$ cat config.mk
export PLATFORM = sky130hd
export DESIGN_NAME = register_arbiter_flat
export DESIGN_NICKNAME = d
export VERILOG_FILES = /design/src/rtl/register_arbiter_if.sv /design/src/rtl/register_arbiter.sv /design/src/flat_wrapper.sv
export SDC_FILE = /design/constraint.sdc
export NUM_CORES = 1
export LEC_CHECK = 0
export BUFFER_PORTS_ARGS = -buffer_cell sky130_fd_sc_hd__buf_2
export CAP_MARGIN = 20
export CORE_MARGIN = 2
export CORE_UTILIZATION = 46
export CTS_CLUSTER_SIZE = 14
export DETAILED_ROUTE_END_ITERATION = 10
export PLACE_DENSITY = 0.88
export SYNTH_ARGS = -nofsm -noshare
export SYNTH_HDL_FRONTEND = slang
export SYNTH_SLANG_ARGS = --single-unit
export TNS_END_PERCENT = 1
$ cat constraint.sdc
create_clock -name clock -period 1.8 [get_ports clock]
set_input_delay 0.36 -clock clock [delete_from_list [all_inputs] [get_ports clock]]
set_output_delay 0.36 -clock clock [all_outputs]
set_load 0.03 [all_outputs]
$ cat src/rtl/register_arbiter_if.sv
// ----------------------------------------------------------------------------
// register_arbiter_if
//
// Bundles every signal that crosses the register_arbiter boundary other than
// clock and reset: the two requester ports and the link to the 16 x 8
// register unit.
//
// Modports
//   slave  : the arbiter's view. It takes in the requests and the register
//            unit's data_out, and drives the acks, read data and register
//            unit controls.
//   master : the environment's view (the requesters plus the register unit).
//
// Signals
//   req0/we0/addr0/wdata0    port 0 request, write enable, address, write data
//   ack0/rdata0              port 0 completion pulse and read data
//   req1/we1/addr1/wdata1    port 1, same roles as port 0
//   ack1/rdata1              port 1, same roles as port 0
//   reg_load/reg_addr/
//   reg_data_in              controls driven into the register unit
//   reg_data_out             registered read data from the register unit
// ----------------------------------------------------------------------------
interface register_arbiter_if #(
    parameter int REG_COUNT = 16,
    parameter int REG_SIZE  = 8,
    parameter int ADDR_W    = $clog2(REG_COUNT)
);
    logic                req0;
    logic                we0;
    logic [ADDR_W-1:0]   addr0;
    logic [REG_SIZE-1:0] wdata0;
    logic                ack0;
    logic [REG_SIZE-1:0] rdata0;

    logic                req1;
    logic                we1;
    logic [ADDR_W-1:0]   addr1;
    logic [REG_SIZE-1:0] wdata1;
    logic                ack1;
    logic [REG_SIZE-1:0] rdata1;

    logic                reg_load;
    logic [ADDR_W-1:0]   reg_addr;
    logic [REG_SIZE-1:0] reg_data_in;
    logic [REG_SIZE-1:0] reg_data_out;

    modport slave (
        input  req0, we0, addr0, wdata0,
        input  req1, we1, addr1, wdata1,
        input  reg_data_out,
        output ack0, rdata0, ack1, rdata1,
        output reg_load, reg_addr, reg_data_in
    );

    modport master (
        output req0, we0, addr0, wdata0,
        output req1, we1, addr1, wdata1,
        output reg_data_out,
        input  ack0, rdata0, ack1, rdata1,
        input  reg_load, reg_addr, reg_data_in
    );
endinterface

$ cat src/rtl/register_arbiter.sv
// ----------------------------------------------------------------------------
// register_arbiter
//
// Two-port arbiter and sequencer in front of the 16 x 8 register unit. One
// request is granted at a time and walked through the sequence
// IDLE -> ISSUE -> CAPTURE -> RESP, so every transaction takes four cycles.
// The granted port receives a one-cycle ack; for reads, the matching rdata
// is valid during that ack.
//
// Ports
//   clock  : system clock, all logic on posedge
//   reset  : synchronous, active-low
//   bus    : register_arbiter_if.slave (requester ports + register unit link)
//   busy   : high whenever the sequencer is not in IDLE
//
// Build option
//   REG_ARB_FIXED_PRIORITY_EN : when defined, port 0 always wins a tie and no
//   last-winner history is kept. When undefined (the default), ties go
//   round-robin to the port that was not served last.
// ----------------------------------------------------------------------------
module register_arbiter #(
    parameter int REG_COUNT = 16,
    parameter int REG_SIZE  = 8,
    parameter int ADDR_W    = $clog2(REG_COUNT)
) (
    input  logic              clock,
    input  logic              reset,
    register_arbiter_if.slave bus,
    output logic              busy
);

    typedef enum logic [1:0] {
        IDLE,
        ISSUE,
        CAPTURE,
        RESP
    } state_t;

    state_t              state;
    state_t              next_state;

    // Port and direction of the transaction in flight.
    logic                act_port;
    logic                act_port_d;
    logic                act_we;
    logic                act_we_d;

    logic                ack0_q;
    logic                ack0_d;
    logic                ack1_q;
    logic                ack1_d;
    logic [REG_SIZE-1:0] rdata0_q;
    logic [REG_SIZE-1:0] rdata0_d;
    logic [REG_SIZE-1:0] rdata1_q;
    logic [REG_SIZE-1:0] rdata1_d;
    logic                reg_load_q;
    logic                reg_load_d;
    logic [ADDR_W-1:0]   reg_addr_q;
    logic [ADDR_W-1:0]   reg_addr_d;
    logic [REG_SIZE-1:0] reg_data_in_q;
    logic [REG_SIZE-1:0] reg_data_in_d;
    logic                busy_q;
    logic                busy_d;

    logic                any_req;
    logic                grant_port;

    assign any_req = bus.req0 | bus.req1;

`ifdef REG_ARB_FIXED_PRIORITY_EN
    // Port 0 wins whenever it is requesting.
    assign grant_port = ~bus.req0;
`else
    logic                last_winner;
    logic                last_winner_d;

    // On a tie, the port that was not served last wins. A lone requester
    // always wins.
    assign grant_port = (bus.req0 & bus.req1) ? ~last_winner : bus.req1;
`endif

    // State register plus all registered outputs. Reset sets every output
    // to zero and abandons any transaction in flight without an ack. The
    // register unit is not reset, so a write already issued still lands.
    always_ff @(posedge clock) begin
        if (!reset) begin
            state         <= IDLE;
            act_port      <= 1'b0;
            act_we        <= 1'b0;
            ack0_q        <= 1'b0;
            ack1_q        <= 1'b0;
            rdata0_q      <= '0;
            rdata1_q      <= '0;
            reg_load_q    <= 1'b0;
            reg_addr_q    <= '0;
            reg_data_in_q <= '0;
            busy_q        <= 1'b0;
`ifndef REG_ARB_FIXED_PRIORITY_EN
            last_winner   <= 1'b1;
`endif
        end else begin
            state         <= next_state;
            act_port      <= act_port_d;
            act_we        <= act_we_d;
            ack0_q        <= ack0_d;
            ack1_q        <= ack1_d;
            rdata0_q      <= rdata0_d;
            rdata1_q      <= rdata1_d;
            reg_load_q    <= reg_load_d;
            reg_addr_q    <= reg_addr_d;
            reg_data_in_q <= reg_data_in_d;
            busy_q        <= busy_d;
`ifndef REG_ARB_FIXED_PRIORITY_EN
            last_winner   <= last_winner_d;
`endif
        end
    end

    // Next-state logic. Only IDLE waits; the other three states always
    // last exactly one cycle.
    always_comb begin
        next_state = state;
        case (state)
            IDLE:    if (any_req) next_state = ISSUE;
            ISSUE:   next_state = CAPTURE;
            CAPTURE: next_state = RESP;
            RESP:    next_state = IDLE;
            default: next_state = IDLE;
        endcase
    end

    // Next values of the registered outputs. The winner's request is copied
    // once in IDLE. After that, reg_addr/reg_data_in hold the transaction,
    // so any later change on the request inputs is ignored. The ack is
    // raised at the edge that closes CAPTURE. The default of zero drops it
    // again at the edge that closes RESP.
    always_comb begin
        act_port_d    = act_port;
        act_we_d      = act_we;
        ack0_d        = 1'b0;
        ack1_d        = 1'b0;
        rdata0_d      = rdata0_q;
        rdata1_d      = rdata1_q;
        reg_load_d    = 1'b0;
        reg_addr_d    = reg_addr_q;
        reg_data_in_d = reg_data_in_q;
        busy_d        = (next_state != IDLE);
`ifndef REG_ARB_FIXED_PRIORITY_EN
        last_winner_d = last_winner;
`endif

        case (state)
            IDLE: begin
                if (any_req) begin
                    act_port_d    = grant_port;
                    act_we_d      = grant_port ? bus.we1 : bus.we0;
                    reg_addr_d    = grant_port ? bus.addr1 : bus.addr0;
                    reg_data_in_d = grant_port ? bus.wdata1 : bus.wdata0;
                    reg_load_d    = act_we_d;
`ifndef REG_ARB_FIXED_PRIORITY_EN
                    last_winner_d = grant_port;
`endif
                end
            end
            CAPTURE: begin
                // The register unit's data_out now reflects the addressed
                // slot. Only a read updates the winner's rdata.
                if (act_port) begin
                    ack1_d = 1'b1;
                    if (!act_we) rdata1_d = bus.reg_data_out;
                end else begin
                    ack0_d = 1'b1;
                    if (!act_we) rdata0_d = bus.reg_data_out;
                end
            end
            default: begin
            end
        endcase
    end

    assign bus.ack0        = ack0_q;
    assign bus.ack1        = ack1_q;
    assign bus.rdata0      = rdata0_q;
    assign bus.rdata1      = rdata1_q;
    assign bus.reg_load    = reg_load_q;
    assign bus.reg_addr    = reg_addr_q;
    assign bus.reg_data_in = reg_data_in_q;
    assign busy            = busy_q;

endmodule

$ cat src/flat_wrapper.sv
// flat-port wrapper written by rule: the top's interface ports become plain ports
module register_arbiter_flat 
#(
    parameter int REG_COUNT = 16,
    parameter int REG_SIZE  = 8,
    parameter int ADDR_W    = $clog2(REG_COUNT)
)
  (clock, reset, busy, bus_req0, bus_we0, bus_addr0, bus_wdata0, bus_req1, bus_we1, bus_addr1, bus_wdata1, bus_reg_data_out, bus_ack0, bus_rdata0, bus_ack1, bus_rdata1, bus_reg_load, bus_reg_addr, bus_reg_data_in);
  register_arbiter_if #(.REG_COUNT(REG_COUNT), .REG_SIZE(REG_SIZE), .ADDR_W(ADDR_W)) bus_i ();
  input  logic clock;
  input  logic reset;
  output logic busy;
  input wire logic [$bits(bus_i.req0)-1:0] bus_req0;
  input wire logic [$bits(bus_i.we0)-1:0] bus_we0;
  input wire logic [$bits(bus_i.addr0)-1:0] bus_addr0;
  input wire logic [$bits(bus_i.wdata0)-1:0] bus_wdata0;
  input wire logic [$bits(bus_i.req1)-1:0] bus_req1;
  input wire logic [$bits(bus_i.we1)-1:0] bus_we1;
  input wire logic [$bits(bus_i.addr1)-1:0] bus_addr1;
  input wire logic [$bits(bus_i.wdata1)-1:0] bus_wdata1;
  input wire logic [$bits(bus_i.reg_data_out)-1:0] bus_reg_data_out;
  output wire logic [$bits(bus_i.ack0)-1:0] bus_ack0;
  output wire logic [$bits(bus_i.rdata0)-1:0] bus_rdata0;
  output wire logic [$bits(bus_i.ack1)-1:0] bus_ack1;
  output wire logic [$bits(bus_i.rdata1)-1:0] bus_rdata1;
  output wire logic [$bits(bus_i.reg_load)-1:0] bus_reg_load;
  output wire logic [$bits(bus_i.reg_addr)-1:0] bus_reg_addr;
  output wire logic [$bits(bus_i.reg_data_in)-1:0] bus_reg_data_in;
  assign bus_i.req0 = bus_req0;
  assign bus_i.we0 = bus_we0;
  assign bus_i.addr0 = bus_addr0;
  assign bus_i.wdata0 = bus_wdata0;
  assign bus_i.req1 = bus_req1;
  assign bus_i.we1 = bus_we1;
  assign bus_i.addr1 = bus_addr1;
  assign bus_i.wdata1 = bus_wdata1;
  assign bus_i.reg_data_out = bus_reg_data_out;
  assign bus_ack0 = bus_i.ack0;
  assign bus_rdata0 = bus_i.rdata0;
  assign bus_ack1 = bus_i.ack1;
  assign bus_rdata1 = bus_i.rdata1;
  assign bus_reg_load = bus_i.reg_load;
  assign bus_reg_addr = bus_i.reg_addr;
  assign bus_reg_data_in = bus_i.reg_data_in;
  register_arbiter #(.REG_COUNT(REG_COUNT), .REG_SIZE(REG_SIZE), .ADDR_W(ADDR_W)) u_core (.clock(clock), .reset(reset), .bus(bus_i), .busy(busy));
endmodule
==> results.json <==
{
  "hpwl_um": 2190,
  "setup_ws_ns": 0.355,
  "syn-instance-count": 157,
  "status": "completed",
  "critPathKind": "reg2reg",
  "num-fill-cells": 313,
  "end_kind": "flip-flop",
  "cp_max_fo": 8,
  "final_common_cell": "buf_2",
  "grt_use_total_pct": 17.1,
  "final_max_slew_viol_count": 0,
  "io_buffers": 69,
  "numCtsBuffers": 5,
  "yosysWarnings": 0,
  "dieArea_sq_mm": 0.00392,
  "tns_ns": 0,
  "cap_violations": 0,
  "setup_viol": 0,
  "avgSynthCellArea_sq_um": 10.1,
  "final_cell_mix": "buf_2, dfxtp_1, a21oi_2, mux2i_1, nor2b_1",
  "drive_gt1_share_pct": 45.8,
  "irDropWorstVdd_v": 0.000684,
  "post-cts-setup-buffer-count": 0,
  "antenna_found_initial": 0,
  "rows": 21,
  "grt_first_pass_wirelength_um": 5320,
  "drt-total-wl_um": 3050,
  "drt.antenna.violating_nets": 0,
  "gp_congestion": 0.687,
  "ys_seq_elements": 37,
  "critPathSlowestCell": "nand3b_1",
  "cts_root_buffer": "clkbuf_4",
  "start_util_pct": 47.7,
  "cts_hold_buf": 0,
  "vias": 1319,
  "ctsResizeCount": 0,
  "ys_types": 26,
  "syn2layout_area_growth_pct": 26.4,
  "drc_errors": 0,
  "die_w_um": 62.6,
  "ios": 70,
  "synth_area_sq_mm": 0.00158,
  "power.density_mw_per_mm2": 1420,
  "fmax_mhz": 692,
  "drtIter0Drc": 63,
  "n_antenna_cell": 0,
  "pre_cts_ws_ns": 0.337,
  "htreeDepth": 2,
  "cts_tree": "done",
  "clk_pin_slew_ns": 0.11,
  "grt_pass1_vias": 1206,
  "power.leakage_nw": 0.965,
  "finalHoldViolCount": 0,
  "core_area_sq_mm": 0.00331,
  "final_nets": 265,
  "overflow": 0,
  "dr.pass1.iters": 4,
  "cpPeakStageDelay_ns": 0.39,
  "max_slew_margin_pct": 50.4,
  "grt_max_degree": 38,
  "worst_slew_pin_slew_ns": 0.744,
  "cp-start-kind": "flip-flop",
  "clockBufferDepth": 2,
  "final.min_clock_period_ns": 1.45,
  "seq_area_sq_um": 741,
  "cp.arrival_ns": 1.68,
  "clock-skew-final_ns": 0.00649,
  "required_ns": 2.03,
  "multi_input_area_sq_um": 769,
  "period_share_pct": 80.3,
  "cp_cell_sequence": "inv_1, ha_1, nand3b_1, mux2i_1, nor2b_1",
  "vias_per_cell": 4.87,
  "clock-sinks": 37,
  "syn_nets": 198,
  "insertion_delay_ns": 0.33,
  "rsz0062_at_grt": "no",
  "die_h_um": 62.6,
  "synth-seq-area-share_pct": 46.9,
  "hold_path_class": "in2reg",
  "drt-wirelength-per-cell_um": 11.2
}
## stage by stage
step | instance area, sq um | power [mW] | util, % | hold WS, ns | instances
3_5_place_dp | 1930 | 2.38 | 58.2 | 0.485 | 263
4_1_cts | 2000 | 2.87 | 60.4 | 0.247 | 271
3_3_place_gp | 1930 | 2.36 | 58.2 | 0.488 | 263
2_1_floorplan | 1580 | 2.10 | - | 0.433 | 157
5_1_grt | 2000 | 3.04 | 60.4 | 0.242 | 271
6_report | 2000 | 2.84 | 60.4 | 0.256 | 271
## layer usage
layer	vias to the layer above	part of all wire (%)	track usage (%)
met3	5	9.4	5.95
li1	664	-	-
met4	0	1.2	7.50
met1	585	48	21.4
met2	65	41	26.6
met5	-	0	0
## worst paths after layout
path	start	end	slack, ns	cells past startpoint
hold reg to reg	u_core.act_port$_SDFFE_PN0P_	u_core.bus.ack0$_SDFF_PN0_	0.52	1
setup reg to reg	u_core.state[0]$_SDFF_PN0_	u_core.bus.rdata1[4]$_SDFFE_PN0P_	0.35	5
hold / removal	bus_wdata0[5]	u_core.bus.reg_data_in[5]$_SDFFE_PN0P_	0.26	3
setup / recovery	u_core.state[0]$_SDFF_PN0_	u_core.bus.rdata1[4]$_SDFFE_PN0P_	0.35	5
## registers in the layout (all words and copies together) (netlist names)
name	cells
u_core.bus.rdata1	8
u_core.bus.reg_addr	4
u_core.bus.rdata0	8
u_core.act_port	1
u_core.bus.reg_load	1
u_core.last_winner	1
u_core.busy	1
u_core.bus.ack0	1
u_core.bus.ack1	1
u_core.bus.reg_data_in	8
u_core.act_we	1
u_core.state	2
## synthesized netlist by cell type (all sizes together)
| cell type | count | area share, % |
|---|---|---|
| a21bo | 1 | 0.63 |
| inv | 2 | 0.48 |
| nor2b | 17 | 6.7 |
| nor3b | 1 | 0.48 |
| a22oi | 1 | 0.48 |
| o21a | 2 | 1.0 |
| and3 | 2 | 0.79 |
| a21oi | 27 | 13 |
| and2 | 2 | 0.79 |
| nand3b | 1 | 0.48 |
| nor2 | 3 | 0.71 |
| dfxtp | 37 | 47 |
| a21boi | 1 | 1.2 |
| buf | 7 | 3.3 |
| nor3 | 1 | 0.32 |
| clkbuf | 3 | 0.95 |
| o21ai | 15 | 5.0 |
| ha | 3 | 2.4 |
| mux2i | 17 | 11 |
| nand2 | 14 | 3.3 |
## report_power, final
group | total, mW | switching (mW) | internal, mW
sequential | 1.12 | 0.103 | 1.02
clock | 0.487 | 0.260 | 0.226
combinational | 1.23 | 0.800 | 0.433
## layout make-up
type	instances	share of cell area, %
well taps	46	2.88
repair buffers	70	17.7
multi-input cells	108	38.5
flip-flops and latches	37	37.1
clock inverters	1	0.250
inverters	2	0.376
clock buffers	7	3.26
## kinds of logic after synthesis
| logic type | Yosys count | synth area share [%] |
|---|---|---|
| adders and majority gates | 3 | 2.38 |
| DFF | 37 | 46.9 |
| muxes | 17 | 10.8 |
| buffers and inverters | 12 | 4.75 |
| and+or+nand+nor | 41 | 13.6 |
| AOI/OAI and AO/OA | 47 | 21.6 |
## worst max-delay path: cells and delay by family (launching register included)
kind	cells	cell delay, ns
flops	1	0.35
simple gates	2	0.45
mux	1	0.25
buf+inv	1	0.07
fa+ha+maj	1	0.23
Note: power is estimated with default switching activity, not from simulation.
